File: src/rtl/mem_wb_pkg.sv
// Shared types and default widths for the MEM->WB pipeline register.
package mem_wb_pkg;

  localparam int MEM_WB_DATA_W     = 32;
  localparam int MEM_WB_PC_W       = 32;
  localparam int MEM_WB_REG_ADDR_W = 5;

  typedef struct packed {
    logic                         WB_En;
    logic                         MEM_R_En;
    logic [MEM_WB_REG_ADDR_W-1:0] dest;
    logic [MEM_WB_PC_W-1:0]       PC;
    logic [MEM_WB_DATA_W-1:0]     ALU_result;
    logic [MEM_WB_DATA_W-1:0]     Mem_Data;
  } mem_wb_t;

  typedef enum logic [1:0] {
    EMPTY = 2'd0,
    ONE   = 2'd1,
    FULL  = 2'd2
  } mem_wb_state_e;

endpackage

File: src/rtl/mem_wb_skid_reg_if.sv
// MEM->WB handshake bundle; slave = pipeline register, master = its environment.
// Forwarding tap signals exist only when MEM_WB_FWD_EN is defined.
interface mem_wb_skid_reg_if
  import mem_wb_pkg::*;
#(
  parameter int DATA_W     = MEM_WB_DATA_W,
  parameter int PC_W       = MEM_WB_PC_W,
  parameter int REG_ADDR_W = MEM_WB_REG_ADDR_W
);
  logic                  flush;
  logic                  in_valid;
  logic                  in_ready;
  logic                  WB_En_in;
  logic                  MEM_R_En_in;
  logic [REG_ADDR_W-1:0] dest_in;
  logic [PC_W-1:0]       PC_in;
  logic [DATA_W-1:0]     ALU_result_in;
  logic [DATA_W-1:0]     Mem_Data_in;

  logic                  out_valid;
  logic                  out_ready;
  logic                  WB_En;
  logic                  MEM_R_En;
  logic [REG_ADDR_W-1:0] dest;
  logic [PC_W-1:0]       PC;
  logic [DATA_W-1:0]     ALU_result;
  logic [DATA_W-1:0]     Mem_Data;
`ifdef MEM_WB_FWD_EN
  logic                  fwd_valid;
  logic [REG_ADDR_W-1:0] fwd_dest;
  logic [DATA_W-1:0]     fwd_value;
`endif

  modport slave (
    input  flush, in_valid, WB_En_in, MEM_R_En_in, dest_in, PC_in,
           ALU_result_in, Mem_Data_in, out_ready,
`ifdef MEM_WB_FWD_EN
    output fwd_valid, fwd_dest, fwd_value,
`endif
    output in_ready, out_valid, WB_En, MEM_R_En, dest, PC, ALU_result, Mem_Data
  );

  modport master (
    output flush, in_valid, WB_En_in, MEM_R_En_in, dest_in, PC_in,
           ALU_result_in, Mem_Data_in, out_ready,
`ifdef MEM_WB_FWD_EN
    input  fwd_valid, fwd_dest, fwd_value,
`endif
    input  in_ready, out_valid, WB_En, MEM_R_En, dest, PC, ALU_result, Mem_Data
  );

endinterface

File: src/rtl/mem_wb_slot.sv
// One payload register: load enable, synchronous active-low clear to zero.
// Latency 1 cycle from ld to q; no handshake of its own.
module mem_wb_slot
  import mem_wb_pkg::*;
#(
  parameter type T = mem_wb_t
) (
  input  logic clk,
  input  logic clr_n,
  input  logic ld,
  input  T     d,
  output T     q
);

  always_ff @(posedge clk) begin
    if (!clr_n) begin
      q <= '0;
    end else if (ld) begin
      q <= d;
    end
  end

endmodule

File: src/rtl/mem_wb_skid_reg.sv
// MEM->WB pipeline register with two-entry skid; 1-cycle latency, full throughput.
// in_ready is registered-state only (low when FULL); optional MEM_WB_FWD_EN forwarding tap.
module mem_wb_skid_reg
  import mem_wb_pkg::*;
#(
  parameter int DATA_W     = MEM_WB_DATA_W,
  parameter int PC_W       = MEM_WB_PC_W,
  parameter int REG_ADDR_W = MEM_WB_REG_ADDR_W
) (
  input logic             clk,
  input logic             rst,
  mem_wb_skid_reg_if.slave bus
);

  typedef struct packed {
    logic                  WB_En;
    logic                  MEM_R_En;
    logic [REG_ADDR_W-1:0] dest;
    logic [PC_W-1:0]       PC;
    logic [DATA_W-1:0]     ALU_result;
    logic [DATA_W-1:0]     Mem_Data;
  } slot_t;

  mem_wb_state_e state_q, state_d;
  slot_t         in_entry, main_d, main_q, skid_q;
  logic          main_ld, skid_ld, main_from_skid;
  logic          in_xfer, out_xfer;

  assign in_entry = '{WB_En:      bus.WB_En_in,
                      MEM_R_En:   bus.MEM_R_En_in,
                      dest:       bus.dest_in,
                      PC:         bus.PC_in,
                      ALU_result: bus.ALU_result_in,
                      Mem_Data:   bus.Mem_Data_in};

  assign bus.in_ready  = (state_q != FULL) && rst;
  assign bus.out_valid = (state_q != EMPTY);
  assign in_xfer       = bus.in_valid && bus.in_ready;
  assign out_xfer      = bus.out_valid && bus.out_ready;

  always_ff @(posedge clk) begin
    if (!rst) begin
      state_q <= EMPTY;
    end else begin
      state_q <= state_d;
    end
  end

  always_comb begin
    state_d        = state_q;
    main_ld        = 1'b0;
    skid_ld        = 1'b0;
    main_from_skid = 1'b0;
    case (state_q)
      EMPTY: begin
        if (in_xfer) begin
          state_d = ONE;
          main_ld = 1'b1;
        end
      end
      ONE: begin
        if (in_xfer && out_xfer) begin
          main_ld = 1'b1;
        end else if (out_xfer) begin
          state_d = EMPTY;
        end else if (in_xfer) begin
          state_d = FULL;
          skid_ld = 1'b1;
        end
      end
      FULL: begin
        if (bus.out_ready) begin
          state_d        = ONE;
          main_ld        = 1'b1;
          main_from_skid = 1'b1;
        end
      end
      default: state_d = EMPTY;
    endcase
    // Flush drops everything, including this cycle's input; slot data is left untouched.
    if (bus.flush) begin
      state_d = EMPTY;
      main_ld = 1'b0;
      skid_ld = 1'b0;
    end
  end

  assign main_d = main_from_skid ? skid_q : in_entry;

  mem_wb_slot #(.T(slot_t)) u_main (
    .clk   (clk),
    .clr_n (rst),
    .ld    (main_ld),
    .d     (main_d),
    .q     (main_q)
  );

  mem_wb_slot #(.T(slot_t)) u_skid (
    .clk   (clk),
    .clr_n (rst),
    .ld    (skid_ld),
    .d     (in_entry),
    .q     (skid_q)
  );

  // Register 0 is hard-wired, so a write to it is squashed to a bubble.
  assign bus.WB_En      = main_q.WB_En && bus.out_valid && (main_q.dest != '0);
  assign bus.MEM_R_En   = main_q.MEM_R_En && bus.out_valid;
  assign bus.dest       = main_q.dest;
  assign bus.PC         = main_q.PC;
  assign bus.ALU_result = main_q.ALU_result;
  assign bus.Mem_Data   = main_q.Mem_Data;

`ifdef MEM_WB_FWD_EN
  assign bus.fwd_valid = bus.WB_En;
  assign bus.fwd_dest  = main_q.dest;
  assign bus.fwd_value = main_q.MEM_R_En ? main_q.Mem_Data : main_q.ALU_result;
`endif

endmodule

File: src/flat_wrapper.sv
// flat-port wrapper written by rule: the top's interface ports become plain ports
module mem_wb_skid_reg_flat import mem_wb_pkg::*;
#(
  parameter int DATA_W     = MEM_WB_DATA_W,
  parameter int PC_W       = MEM_WB_PC_W,
  parameter int REG_ADDR_W = MEM_WB_REG_ADDR_W
)
  (clk, rst, bus_flush, bus_in_valid, bus_WB_En_in, bus_MEM_R_En_in, bus_dest_in, bus_PC_in, bus_ALU_result_in, bus_Mem_Data_in, bus_out_ready, bus_in_ready, bus_out_valid, bus_WB_En, bus_MEM_R_En, bus_dest, bus_PC, bus_ALU_result, bus_Mem_Data);
  mem_wb_skid_reg_if #(.DATA_W(DATA_W), .PC_W(PC_W), .REG_ADDR_W(REG_ADDR_W)) bus_i ();
  input logic clk;
  input logic rst;
  input wire logic [$bits(bus_i.flush)-1:0] bus_flush;
  input wire logic [$bits(bus_i.in_valid)-1:0] bus_in_valid;
  input wire logic [$bits(bus_i.WB_En_in)-1:0] bus_WB_En_in;
  input wire logic [$bits(bus_i.MEM_R_En_in)-1:0] bus_MEM_R_En_in;
  input wire logic [$bits(bus_i.dest_in)-1:0] bus_dest_in;
  input wire logic [$bits(bus_i.PC_in)-1:0] bus_PC_in;
  input wire logic [$bits(bus_i.ALU_result_in)-1:0] bus_ALU_result_in;
  input wire logic [$bits(bus_i.Mem_Data_in)-1:0] bus_Mem_Data_in;
  input wire logic [$bits(bus_i.out_ready)-1:0] bus_out_ready;
  output wire logic [$bits(bus_i.in_ready)-1:0] bus_in_ready;
  output wire logic [$bits(bus_i.out_valid)-1:0] bus_out_valid;
  output wire logic [$bits(bus_i.WB_En)-1:0] bus_WB_En;
  output wire logic [$bits(bus_i.MEM_R_En)-1:0] bus_MEM_R_En;
  output wire logic [$bits(bus_i.dest)-1:0] bus_dest;
  output wire logic [$bits(bus_i.PC)-1:0] bus_PC;
  output wire logic [$bits(bus_i.ALU_result)-1:0] bus_ALU_result;
  output wire logic [$bits(bus_i.Mem_Data)-1:0] bus_Mem_Data;
  assign bus_i.flush = bus_flush;
  assign bus_i.in_valid = bus_in_valid;
  assign bus_i.WB_En_in = bus_WB_En_in;
  assign bus_i.MEM_R_En_in = bus_MEM_R_En_in;
  assign bus_i.dest_in = bus_dest_in;
  assign bus_i.PC_in = bus_PC_in;
  assign bus_i.ALU_result_in = bus_ALU_result_in;
  assign bus_i.Mem_Data_in = bus_Mem_Data_in;
  assign bus_i.out_ready = bus_out_ready;
  assign bus_in_ready = bus_i.in_ready;
  assign bus_out_valid = bus_i.out_valid;
  assign bus_WB_En = bus_i.WB_En;
  assign bus_MEM_R_En = bus_i.MEM_R_En;
  assign bus_dest = bus_i.dest;
  assign bus_PC = bus_i.PC;
  assign bus_ALU_result = bus_i.ALU_result;
  assign bus_Mem_Data = bus_i.Mem_Data;
  mem_wb_skid_reg #(.DATA_W(DATA_W), .PC_W(PC_W), .REG_ADDR_W(REG_ADDR_W)) u_core (.clk(clk), .rst(rst), .bus(bus_i));
endmodule
File: config.mk
export PLATFORM = sky130hd
export DESIGN_NAME = mem_wb_skid_reg_flat
export DESIGN_NICKNAME = d
export VERILOG_FILES = /design/src/rtl/mem_wb_pkg.sv /design/src/rtl/mem_wb_skid_reg_if.sv /design/src/rtl/mem_wb_slot.sv /design/src/rtl/mem_wb_skid_reg.sv /design/src/flat_wrapper.sv
export SDC_FILE = /design/constraint.sdc
export NUM_CORES = 1
export LEC_CHECK = 0
export CAP_MARGIN = 20
export CORE_MARGIN = 3
export CORE_UTILIZATION = 50
export DETAILED_ROUTE_END_ITERATION = 10
export MAX_ROUTING_LAYER = met4
export PLACE_DENSITY = 0.76
export SYNTH_ARGS = -nofsm -noshare
export SYNTH_HDL_FRONTEND = slang
export SYNTH_SLANG_ARGS = --single-unit
File: constraint.sdc
create_clock -name clk -period 2 [get_ports clk]
set_clock_uncertainty 0.2 [all_clocks]
set_input_delay 0.4 -clock clk [delete_from_list [all_inputs] [get_ports clk]]
set_output_delay 0.4 -clock clk [all_outputs]
set_load 0.02 [all_outputs]
==> reports/qor.csv, run 1 <==
stage,metric,value,unit
grt,grt_start_max_net_pins,66,
power_and_ir_drop,p_sw_frac,0.2534,
power_and_ir_drop,power.leakage,5.585,nW
routing,dr.pass1.iters,5,
worst_setup_path,slowest_stage,or3_4,
timing,fin_crit_sh,1.130,
floorplan,die_w,150.6,um
cells_and_area,finalNetCount,1294,
grt,grt_pass1_vias,8867,
synth,synth_area,10450,um2
routing,first_iter_violations,686,
power_and_ir_drop,power.share.clock,0.418,
floorplan,fp.coreArea,20360,um2
floorplan,start_util,0.5133,
timing,finalHoldViolations,0,
worst_setup_path,critPathMaxFanout,2,
routing,drc,0,
timing,finalWorstSetupSlack,-260.4,ps
grt,globalRouteOverflowTotal,0,
cells_and_area,drive_gt1_frac,0.1890,
cells_and_area,stdcell_area,13430,um2
timing,whs,274.0,ps
power_and_ir_drop,pwr-share-seq,0.437,
synth,mappedNetlistNets,1200,
routing,ant_nets,0,
clock_network,cts_tree,yes,
synth,synth-seq-cells,208,
cells_and_area,fin_cells,1472,
synth,synth.top_cell.area_share,0.3984,
synth,synth_warnings,0,
power_and_ir_drop,switchingPower,0.002521,W
synth,avgSynthCellArea,9.572,um2
worst_setup_path,crit_chain,"or3_4, o311a_1, buf_6",
worst_setup_path,cpPeakStageDelay,380,ps
placed_design,dp.cells,1422,
placed_design,dpl_cell_area,12650,um2
synth,synthTopCellsByArea,"dfxtp_1 (40%), mux2i_1 (9.9%), a311oi_1 (8.6%), a211oi_2 (8.4%), buf_4 (8.0%)",
synth,synth_top_cell_by_area,dfxtp_1,
job,maxCapViolCount,0,
routing,drt-total-wl,30170,um
clock_network,root_buffer,clkbuf_16,
routing,viasPerCell,6.161,
worst_setup_path,crit_type,reg -> out,
grt,grt_first_pass_wirelength,46880,um
clock_network,clk_pin_slew,60,ps
grt,antenna_found_initial,0,
power_and_ir_drop,p_per_area,740.6,nW/um2
placed_design,gp_congestion,0.8132,
power_and_ir_drop,vdd_ir_drop_max,0.6104,mV
clock_network,htreeDepth,1,
outcome,violations,setup timing,
timing,tightest_slew,368.2,ps
placed_design,io_buffers,212,
timing,post-route-min-period,2260,ps
outcome,status,"finished, violations left",
routing,vias,9069,
timing,fmax,442.4,MHz
routing,wl_per_cell,20.49,um
hold_path,hold_class,reg -> reg,
clock_network,clock_latency,500,ps
synth,yosysSeqAreaShare,0.3984,
clock_network,cts.sinks,208,
placed_design,hpwl,19110,um
synth,synthCells,1092,
floorplan,boundaryPins,213,
worst_setup_path,cp.arrival,1660,ps
power_and_ir_drop,internal_power,0.007426,W
clock_network,clock_path_buffers,3,
timing,max-slew-margin-rel,0.7529,
grt,grt_usage,0.2591,
timing,rsz0062_at_grt,yes,
floorplan,rows,52,
floorplan,dieArea,22680,um2
worst_setup_path,endpoint_kind,output port,
timing,setup_viol,1,
power_and_ir_drop,power_frac_comb,0.145,
worst_setup_path,crit_required,1400,ps
clock_network,cts_hold_buf,0,
worst_setup_path,crit_path_start_kind,register,
clock_network,cts_made_buffers,23,
cells_and_area,area_delta_synth_final,28.49,%
floorplan,die_y,150.6,um
timing,slew_viol_final,0,
synth,ys_types,29,
-- area by class of cell --
class	instances	area, um2
multi-input combinational	643	4873
timing repair buffer	309	3292
sequential	208	4168
clock inverter	6	58.81
tap	270	337.8
inverter	1	11.26
fill	1626	6934
clock buffer	34	686.9
antenna	1	2.502
-- critical path, delay by kind of cell, from the launching register on --
kind                   cells  cell delay, ps
AND/OR/NAND/NOR            1             380
AO/OA/AOI/OAI              1             320
flip-flops                 1             320
buffers and inverters      1             140
-- path summary, 6_finish.rpt --
| check | from | to | slack (ps) | cells after the start |
|---|---|---|---|---|
| worst max-delay path | u_core.u_main.q[97] | bus_WB_En | -260 | 3 |
| worst max register to register | u_core.state_q[0] | u_core.u_main.q[2] | 100 | 8 |
| worst min register to register | u_core.u_skid.q[85] | u_core.u_skid.q[85] | 270 | 2 |
| worst min-delay path | u_core.u_skid.q[85] | u_core.u_skid.q[85] | 270 | 2 |
-- per-layer routing --
metal / global-route usage / up-vias / share of wire
met5: - / - / 0
met4: 0.07525 / 0 / 0.024
met3: 0.05449 / 48 / 0.084
met2: 0.4133 / 370 / 0.47
met1: 0.3343 / 4421 / 0.42
li1: - / 4230 / -
-- synthesized netlist by cell type --
library cell,count
dfxtp_1,208
buf_4,112
a21oi_1,105
a311oi_1,103
mux2i_1,103
nand3_1,103
o21ai_0,103
a211oi_2,70
clkbuf_1,64
buf_2,47
a211oi_1,34
buf_6,10
clkbuf_4,7
nand2b_1,4
and2_1,3
nand2_1,3
a31o_4,1
and4bb_2,1
inv_2,1
nand3b_1,1
nand4bb_1,1
nor2_2,1
nor2b_1,1
nor4bb_4,1
o21ba_2,1
o311a_1,1
or2_2,1
or3_1,1
or3b_2,1
-- through the flow --
stage,utilization,setup slack (ps),total power [W],TNS [ps]
6_report,0.6595,-260.4,0.009946,-260.4
5_1_grt,0.6594,-309.6,0.01027,-309.6
4_1_cts,0.6542,-290.1,0.009989,-290.1
3_5_place_dp,0.6210,-317.7,0.005919,-41350
3_3_place_gp,0.6210,-241.8,0.005899,-35020
2_1_floorplan,-,225.3,0.005303,0
-- power groups by stage --
stage	logic [W]	clock network, W	registers [W]
2_1_floorplan	0.000897	0	0.00441
3_3_place_gp	0.00146	0	0.00443
3_5_place_dp	0.00148	0	0.00443
4_1_cts	0.00143	0.00422	0.00434
5_1_grt	0.00153	0.00439	0.00435
6_report	0.00144	0.00416	0.00434
-- cell families after synthesis --
kind of cell | count (synthesis) | share of synthesized area
AOI/OAI and AO/OA | 418 | 0.2977
and+or+nand+nor | 122 | 0.06320
DFF | 208 | 0.3984
muxes | 103 | 0.09864
buffers and inverters | 241 | 0.1421
-- cell usage in the layout (no fill, tap or decap), types with 3 or more instances in the layout --
cell type        netlist  routed
a21oi_1              105     105
dfxtp_2                0       3
buf_6                 10       7
a211oi_1              34      34
a211oi_2              70      70
clkinv_2               0       4
o21ai_0              103     103
buf_4                112      50
dlygate4sd2_1          0     101
nand2_1                3       3
clkbuf_8               0       7
nand2b_4               0       3
nand3_1              103     103
and2_4                 0       3
clkbuf_16              0      25
clkdlybuf4s50_1        0     107
buf_12                 0      41
mux2i_1              103     103
a311oi_1             103     103
dfxtp_1              208     205
clkbuf_1              64       4
-- repair_timing --
item | 4_1_cts | 5_1_grt
endpoints found under the setup margin | 105 | 38
setup buffers | 3 | 4
gates resized for setup | 121 | 9
cloned | 0 | 2
pin swaps | 2 | 8
-- registers in the layout, indices dropped and copies added, names as in the netlist --
signal           count
u_core.state_q       2
u_core.u_main.q    103
u_core.u_skid.q    103
(Power assumes the default switching activity.)
==> run 2, diff against run 1 <==
HOLD_SLACK_MARGIN = 0.06   (was unset)
==> results of run 2 <==
The final DEF is identical to that of run 1; final timing and power are the same.
